### src/rtl/ama_riscv_load_pkg.sv
// rtl/ama_riscv_load_pkg.sv - load funct3 codes, FSM state encoding and decode helpers
package ama_riscv_load_pkg;

  localparam logic [2:0] F3_LB  = 3'b000;
  localparam logic [2:0] F3_LH  = 3'b001;
  localparam logic [2:0] F3_LW  = 3'b010;
  localparam logic [2:0] F3_LD  = 3'b011;
  localparam logic [2:0] F3_LBU = 3'b100;
  localparam logic [2:0] F3_LHU = 3'b101;
  localparam logic [2:0] F3_LWU = 3'b110;

  typedef enum logic [2:0] {S_IDLE, S_RD0, S_RD1, S_CAP, S_RESP} load_state_e;

  localparam logic [2:0] ST_IDLE = S_IDLE;
  localparam logic [2:0] ST_RD0  = S_RD0;
  localparam logic [2:0] ST_RD1  = S_RD1;
  localparam logic [2:0] ST_CAP  = S_CAP;
  localparam logic [2:0] ST_RESP = S_RESP;

  function automatic logic [3:0] load_size(input logic [2:0] f3);
    return 4'd1 << f3[1:0];
  endfunction

  // Doubleword and unsigned-word loads only exist on RV64.
  function automatic logic load_legal(input logic [2:0] f3, input int xlen);
    if (f3 == 3'b111) return 1'b0;
    if ((xlen == 32) && ((f3 == F3_LD) || (f3 == F3_LWU))) return 1'b0;
    return 1'b1;
  endfunction

endpackage

### src/rtl/ama_riscv_load_align_unit_if.sv
// rtl/ama_riscv_load_align_unit_if.sv - load request/response handshake bundle
interface ama_riscv_load_align_unit_if #(
  parameter int XLEN   = 32,
  parameter int ADDR_W = 32
);
  logic              req_valid;
  logic              req_ready;
  logic [ADDR_W-1:0] req_addr;
  logic [2:0]        req_funct3;
  logic              rsp_valid;
  logic              rsp_ready;
  logic [XLEN-1:0]   rsp_data;
  logic              rsp_err;

  modport master (
    output req_valid, req_addr, req_funct3, rsp_ready,
    input  req_ready, rsp_valid, rsp_data, rsp_err
  );

  modport slave (
    input  req_valid, req_addr, req_funct3, rsp_ready,
    output req_ready, rsp_valid, rsp_data, rsp_err
  );
endinterface

### src/rtl/ama_riscv_load_extract.sv
// rtl/ama_riscv_load_extract.sv - pick size bytes at off from a two-word window and extend
module ama_riscv_load_extract #(
  parameter int XLEN = 32
) (
  input  logic [2*XLEN-1:0]         window,
  input  logic [$clog2(XLEN/8)-1:0] off,
  input  logic [3:0]                size,
  input  logic                      unsigned_ld,
  output logic [XLEN-1:0]           data
);
  logic [2*XLEN-1:0] shifted;
  logic [XLEN-1:0]   raw;
  logic [XLEN-1:0]   mask;
  logic              sign;

  always_comb begin
    shifted = window >> {off, 3'b000};
    raw     = shifted[XLEN-1:0];
    mask    = '1;
    sign    = 1'b0;
    case (size)
      4'd1: begin mask = XLEN'(8'hFF);         sign = raw[7];  end
      4'd2: begin mask = XLEN'(16'hFFFF);      sign = raw[15]; end
      4'd4: begin mask = XLEN'(32'hFFFF_FFFF); sign = raw[31]; end
      default: begin mask = '1;                sign = 1'b0;    end
    endcase
    data = (raw & mask) | ({XLEN{sign & ~unsigned_ld}} & ~mask);
  end
endmodule

### src/rtl/ama_riscv_load_align_unit.sv
// rtl/ama_riscv_load_align_unit.sv - load FSM: decode, one or two DMEM reads, extract and extend
module ama_riscv_load_align_unit
  import ama_riscv_load_pkg::*;
#(
  parameter int XLEN        = 32,
  parameter int ADDR_W      = 32,
  parameter int MISALIGN_EN = 1
) (
  input  logic                             clk,
  input  logic                             rst_n,
  ama_riscv_load_align_unit_if.slave       bus,
  output logic                             dmem_en,
  output logic [ADDR_W-$clog2(XLEN/8)-1:0] dmem_addr,
  input  logic [XLEN-1:0]                  dmem_rdata
);
  localparam int OFF_W  = $clog2(XLEN/8);
  localparam int WORD_W = ADDR_W - OFF_W;

  logic [2:0]        state_q;
  logic [OFF_W-1:0]  off_q;
  logic [3:0]        size_q;
  logic              uns_q;
  logic              split_q;
  logic [XLEN-1:0]   lo_q;
  logic [XLEN-1:0]   rsp_data_q;
  logic              rsp_err_q;
  logic [XLEN-1:0]   ext_data;
  logic [2*XLEN-1:0] window;

  logic [OFF_W-1:0]  req_off;
  logic [3:0]        req_size;
  logic [4:0]        req_end;
  logic              req_split;
  logic              req_mis;
  logic              req_err;

  assign req_off   = bus.req_addr[OFF_W-1:0];
  assign req_size  = load_size(bus.req_funct3);
  assign req_end   = 5'(req_off) + 5'(req_size);
  assign req_split = req_end > 5'(XLEN/8);
  assign req_mis   = (4'(req_off) & (req_size - 4'd1)) != 4'd0;
  assign req_err   = !load_legal(bus.req_funct3, XLEN) || ((MISALIGN_EN == 0) && req_mis);

  assign bus.req_ready = (state_q == ST_IDLE);
  assign bus.rsp_valid = (state_q == ST_RESP);
  assign bus.rsp_data  = rsp_data_q;
  assign bus.rsp_err   = rsp_err_q;
  assign dmem_en       = (state_q == ST_RD0) || (state_q == ST_RD1);

  // Non-split loads sit in the low half, so off alone selects the bytes either way.
  assign window = split_q ? {dmem_rdata, lo_q} : {{XLEN{1'b0}}, dmem_rdata};

  ama_riscv_load_extract #(.XLEN(XLEN)) u_extract (
    .window      (window),
    .off         (off_q),
    .size        (size_q),
    .unsigned_ld (uns_q),
    .data        (ext_data)
  );

  always_ff @(posedge clk or negedge rst_n) begin
    if (!rst_n) begin
      state_q    <= ST_IDLE;
      off_q      <= '0;
      size_q     <= '0;
      uns_q      <= 1'b0;
      split_q    <= 1'b0;
      lo_q       <= '0;
      rsp_data_q <= '0;
      rsp_err_q  <= 1'b0;
      dmem_addr  <= '0;
    end else begin
      case (state_q)
        ST_IDLE: begin
          if (bus.req_valid) begin
            off_q   <= req_off;
            size_q  <= req_size;
            uns_q   <= bus.req_funct3[2];
            split_q <= req_split;
            if (req_err) begin
              rsp_err_q  <= 1'b1;
              rsp_data_q <= '0;
              state_q    <= ST_RESP;
            end else begin
              dmem_addr <= bus.req_addr[ADDR_W-1:OFF_W];
              state_q   <= ST_RD0;
            end
          end
        end
        ST_RD0: begin
          if (split_q) begin
            dmem_addr <= dmem_addr + WORD_W'(1);
            state_q   <= ST_RD1;
          end else begin
            state_q <= ST_CAP;
          end
        end
        // First word of a split load arrives while the second is being read.
        ST_RD1: begin
          lo_q    <= dmem_rdata;
          state_q <= ST_CAP;
        end
        ST_CAP: begin
          rsp_data_q <= ext_data;
          rsp_err_q  <= 1'b0;
          state_q    <= ST_RESP;
        end
        ST_RESP: begin
          if (bus.rsp_ready) state_q <= ST_IDLE;
        end
        default: state_q <= ST_IDLE;
      endcase
    end
  end
endmodule

### src/flat_wrapper.sv
// flat-port wrapper written by rule: the top's interface ports become plain ports
module ama_riscv_load_align_unit_flat import ama_riscv_load_pkg::*;
#(
  parameter int XLEN        = 32,
  parameter int ADDR_W      = 32,
  parameter int MISALIGN_EN = 1
)
  (clk, rst_n, dmem_en, dmem_addr, dmem_rdata, bus_req_valid, bus_req_addr, bus_req_funct3, bus_rsp_ready, bus_req_ready, bus_rsp_valid, bus_rsp_data, bus_rsp_err);
  ama_riscv_load_align_unit_if #(.XLEN(XLEN), .ADDR_W(ADDR_W)) bus_i ();
  input  logic clk;
  input  logic rst_n;
  output logic dmem_en;
  output logic [ADDR_W-$clog2(XLEN/8)-1:0] dmem_addr;
  input  logic [XLEN-1:0] dmem_rdata;
  input wire logic [$bits(bus_i.req_valid)-1:0] bus_req_valid;
  input wire logic [$bits(bus_i.req_addr)-1:0] bus_req_addr;
  input wire logic [$bits(bus_i.req_funct3)-1:0] bus_req_funct3;
  input wire logic [$bits(bus_i.rsp_ready)-1:0] bus_rsp_ready;
  output wire logic [$bits(bus_i.req_ready)-1:0] bus_req_ready;
  output wire logic [$bits(bus_i.rsp_valid)-1:0] bus_rsp_valid;
  output wire logic [$bits(bus_i.rsp_data)-1:0] bus_rsp_data;
  output wire logic [$bits(bus_i.rsp_err)-1:0] bus_rsp_err;
  assign bus_i.req_valid = bus_req_valid;
  assign bus_i.req_addr = bus_req_addr;
  assign bus_i.req_funct3 = bus_req_funct3;
  assign bus_i.rsp_ready = bus_rsp_ready;
  assign bus_req_ready = bus_i.req_ready;
  assign bus_rsp_valid = bus_i.rsp_valid;
  assign bus_rsp_data = bus_i.rsp_data;
  assign bus_rsp_err = bus_i.rsp_err;
  ama_riscv_load_align_unit #(.XLEN(XLEN), .ADDR_W(ADDR_W), .MISALIGN_EN(MISALIGN_EN)) u_core (.clk(clk), .rst_n(rst_n), .bus(bus_i), .dmem_en(dmem_en), .dmem_addr(dmem_addr), .dmem_rdata(dmem_rdata));
endmodule
### config.mk
export PLATFORM = sky130hd
export DESIGN_NAME = ama_riscv_load_align_unit_flat
export DESIGN_NICKNAME = d
export VERILOG_FILES = /design/src/rtl/ama_riscv_load_pkg.sv /design/src/rtl/ama_riscv_load_align_unit_if.sv /design/src/rtl/ama_riscv_load_extract.sv /design/src/rtl/ama_riscv_load_align_unit.sv /design/src/flat_wrapper.sv
export SDC_FILE = /design/constraint.sdc
export NUM_CORES = 1
export LEC_CHECK = 0
export ABC_AREA = 1
export CORE_MARGIN = 2
export CORE_UTILIZATION = 38
export DETAILED_ROUTE_END_ITERATION = 16
export DONT_BUFFER_PORTS = 1
export GPL_TIMING_DRIVEN = 0
export PLACE_DENSITY = 0.58
export SYNTH_ARGS = -nofsm -noshare
export SYNTH_HDL_FRONTEND = slang
export SYNTH_SLANG_ARGS = --single-unit
### constraint.sdc
create_clock -name clk -period 2.85 [get_ports clk]
set_clock_uncertainty 0.15 [all_clocks]
set_input_delay 0.4275 -clock clk [delete_from_list [all_inputs] [get_ports clk]]
set_output_delay 0.4275 -clock clk [all_outputs]
set_load 0.01 [all_outputs]
==> flow_summary.toml <==
[sta]
period_minus_slack_ns = 2.524
setup_viol = 0
rsz0062_at_grt = "false"
hold_viol_final = 106
finalMaxSlewViolations = 0
timing.final.crit_share_pct = 88.56
finalSetupTns_ns = 0
maxSlewHeadroom_pct = 51.60
holdWs_ns = -0.3922
fmax_mhz = 396.2
tightest_slew_ns = 0.7244

[final_layout]
drive_above_1_share_pct = 8.583
layout.nets = 1072
mostFrequentLayoutCells = "nand2_1, dfrtp_1, inv_1, nor2_1, nand3_1"
syn_to_final_growth_pct = 8.919
layout_commonest_cell = "nand2_1"
nFillCells = 1873

[clocking]
clk_pin_slew_ns = 0.08
cts_sinks = 106
cts_root_buffer = "clkbuf_16"
cts_tree = "yes"
h-tree-depth = 3
worst_skew_pair.late_latency_ns = 0.37
clock_path_buffers = 2
numCtsBuffers = 9

[route]
routed_via_density = 5.435
wl_per_cell_um = 19.21
drc = 0
dr.pass1.iters = 5
ant_nets = 0
first_iter_violations = 485
wirelength_um = 23590
route.vias.total = 6674

[synth]
ys_warn_count = 0
synth_top_family_by_area = "simple AND/OR/NAND/NOR gates"
ys_seq_elements = 106
yosys.area_share.simple_pct = 32.35
synth_compound_area_share_pct = 17.89
synthAdderAreaFrac_pct = 0.8442
syn_area_um2 = 6818
avgSynthCellArea_um2 = 6.922
synthXorXnorAreaFrac_pct = 1.028
synthMuxAreaShare_pct = 0
seq_area_frac_synth_pct = 38.91
synth_cell_types = 43
synthCells = 985
synthesis.nets = 1060

[placement]
dpl.hpwl_um = 17910
routabilityCongestion = 0.9539
portBuffers = 0

[setup_path]
r2r_cells = 10
cp_max_fo = 10
cp-end-kind = "output port"
arrival_ns = 1.95
cp.required_ns = 2.27
path_class = "reg -> out"
critPathLaunchType = "register"

[pwr]
clkPwrFrac_pct = 14.5
p_per_area_nw_per_um2 = 1262
internal_power_uw = 4513
power.leakage_uw = 0.003548
peakVddDrop_mv = 0.4662
p_seq_share_pct = 32.4
power.switching_uw = 4862
switching_share_pct = 51.86
combinationalPowerShare_pct = 53.1

[floorplanning]
die_w_um = 137.9
num_io_pins = 137
die_h_um = 137.9
start_util_pct = 39.15
core_um2 = 17420
row_count = 48
dieArea_um2 = 19030

[grt]
grtUsageTotal_pct = 24.84
grt_pass1_wl_um = 35620
antenna_found_initial = 0
grtUsageMet2_pct = 37.46
busiest_layer = "met2"
grt_max_degree = 107
met3_usage_pct = 5.519
overflow = 0
use_met1_pct = 35.93
grt_pass1_vias = 6160

[worst_hold_path]
min_path_type = "in -> async"

[run_status]
violations = "negative hold slack"
outcome = "finished, violations left"

[run]
timing.max_cap.violations = 0
sequential cells by signal, summed over array words and instances (netlist names):
signal	cells
u_core.split_q	1
u_core.uns_q	1
u_core.bus.rsp_err	1
u_core.state_q	3
u_core.bus.rsp_data	32
u_core.off_q	2
u_core.dmem_addr	30
u_core.lo_q	32
u_core.size_q	4
routing by layer:
| metal | vias up | share of wire (%) |
|---|---|---|
| li1 | 3245 | - |
| met1 | 3134 | 45 |
| met2 | 268 | 43 |
| met3 | 27 | 10 |
| met4 | 0 | 1.6 |
| met5 | - | 0 |
final cells by class:
| type | count | area (µm²) | area share, % |
|---|---|---|---|
| Tap cell | 225 | 281.5 | 3.791 |
| Antenna cell | 1 | 2.502 | 0.03370 |
| Clock buffer | 10 | 239.0 | 3.218 |
| Buffer | 50 | 279.0 | 3.757 |
| Clock inverter | 6 | 73.82 | 0.9941 |
| Sequential cell | 106 | 2653 | 35.72 |
| Timing Repair Buffer | 1 | 7.507 | 0.1011 |
| Multi-Input combinational cell | 741 | 3553 | 47.85 |
| Inverter | 88 | 336.6 | 4.532 |
power groups by stage:
stage	combinational, µW	sequential, µW	clock, µW
2_1_floorplan	3620	2820	0
3_3_place_gp	4850	3050	0
3_5_place_dp	4890	3060	0
4_1_cts	4910	3040	1370
5_1_grt	5530	3140	1420
6_report	4980	3040	1350
synthesized netlist by cell type:
cell type	count	area share, %
ha_1	3	0.55
buf_2	16	1.2
o21ai_1	44	3.2
xnor2_1	2	0.26
a22o_1	6	0.77
a21oi_4	1	0.24
o21ai_0	55	4.0
nand2_2	1	0.092
nand3_2	2	0.29
nor2_2	2	0.18
xor2_1	6	0.77
o21a_1	1	0.11
a21oi_1	38	2.8
buf_1	3	0.17
nand3_1	68	5.0
nand4_1	8	0.73
or2_2	3	0.28
nor3_4	2	0.48
o21ai_2	1	0.13
buf_4	5	0.55
a211oi_1	2	0.22
clkinv_1	1	0.055
inv_1	79	4.3
nor3_1	10	0.73
a21oi_2	12	1.5
nand2_1	342	19
inv_4	1	0.092
o22ai_1	17	1.6
or2_1	7	0.64
nor2_1	71	3.9
inv_2	7	0.39
o22ai_2	4	0.73
o31ai_1	1	0.11
dfrtp_1	106	39
nor3b_1	1	0.11
nand2_4	2	0.33
o211ai_1	22	2.4
buf_6	7	1.2
clkbuf_1	19	1.0
or2_0	1	0.092
nor2_4	2	0.33
nand3b_1	3	0.33
fa_1	1	0.29
cell families after synthesis:
| logic type | after synthesis |
|---|---|
| flops | 106 |
| fa+ha+maj | 4 |
| simple gates | 525 |
| xor+xnor | 8 |
| buf+inv | 138 |
| compound gates | 204 |
through the flow:
stage	instance area (µm²)	setup WS [ns]	util, %	instances	total power (µW)
final	7426	0.3261	42.64	1228	9375
after global routing	7423	0.2248	42.62	1227	10090
after CTS	7412	0.09258	42.56	1226	9315
after detailed placement	7099	0.4947	40.76	1210	7951
after global placement	7099	0.5137	40.76	1210	7908
after floorplan	6818	1.023	-	985	6445
critical path, stage by stage, from the launching register on:
cell	delay, ns
dfrtp_1	0.43
inv_1	0.13
nor3_4	0.26
clkinvlp_4	0.21
clkbuf_1	0.32
nand2_1	0.24
path summary, 6_finish.rpt:
kind,end,start,slack (ns)
max,dmem_en,u_core.state_q[1]$_DFFE_PN0P_,0.33
min,u_core.bus.rsp_data[19]$_DFFE_PN0P_,rst_n,-0.39
max reg2reg,u_core.dmem_addr[20]$_DFFE_PN0P_,u_core.dmem_addr[0]$_DFFE_PN0P_,0.46
min reg2reg,u_core.lo_q[3]$_DFFE_PN0N_,u_core.lo_q[3]$_DFFE_PN0N_,0.33
max in group asynchronous,u_core.size_q[0]$_DFFE_PN0P_,rst_n,2.79
min in group clk,u_core.lo_q[24]$_DFFE_PN0N_,dmem_rdata[24],0.02
repair_timing:
| item | CTS | global route |
|---|---|---|
| buffers inserted | 0 | 1 |
| endpoints found under the hold margin | 106 | 106 |
| endpoints found under the setup margin | 0 | 1 |
| gates resized for setup | 0 | 1 |
(Power assumes the default switching activity.)
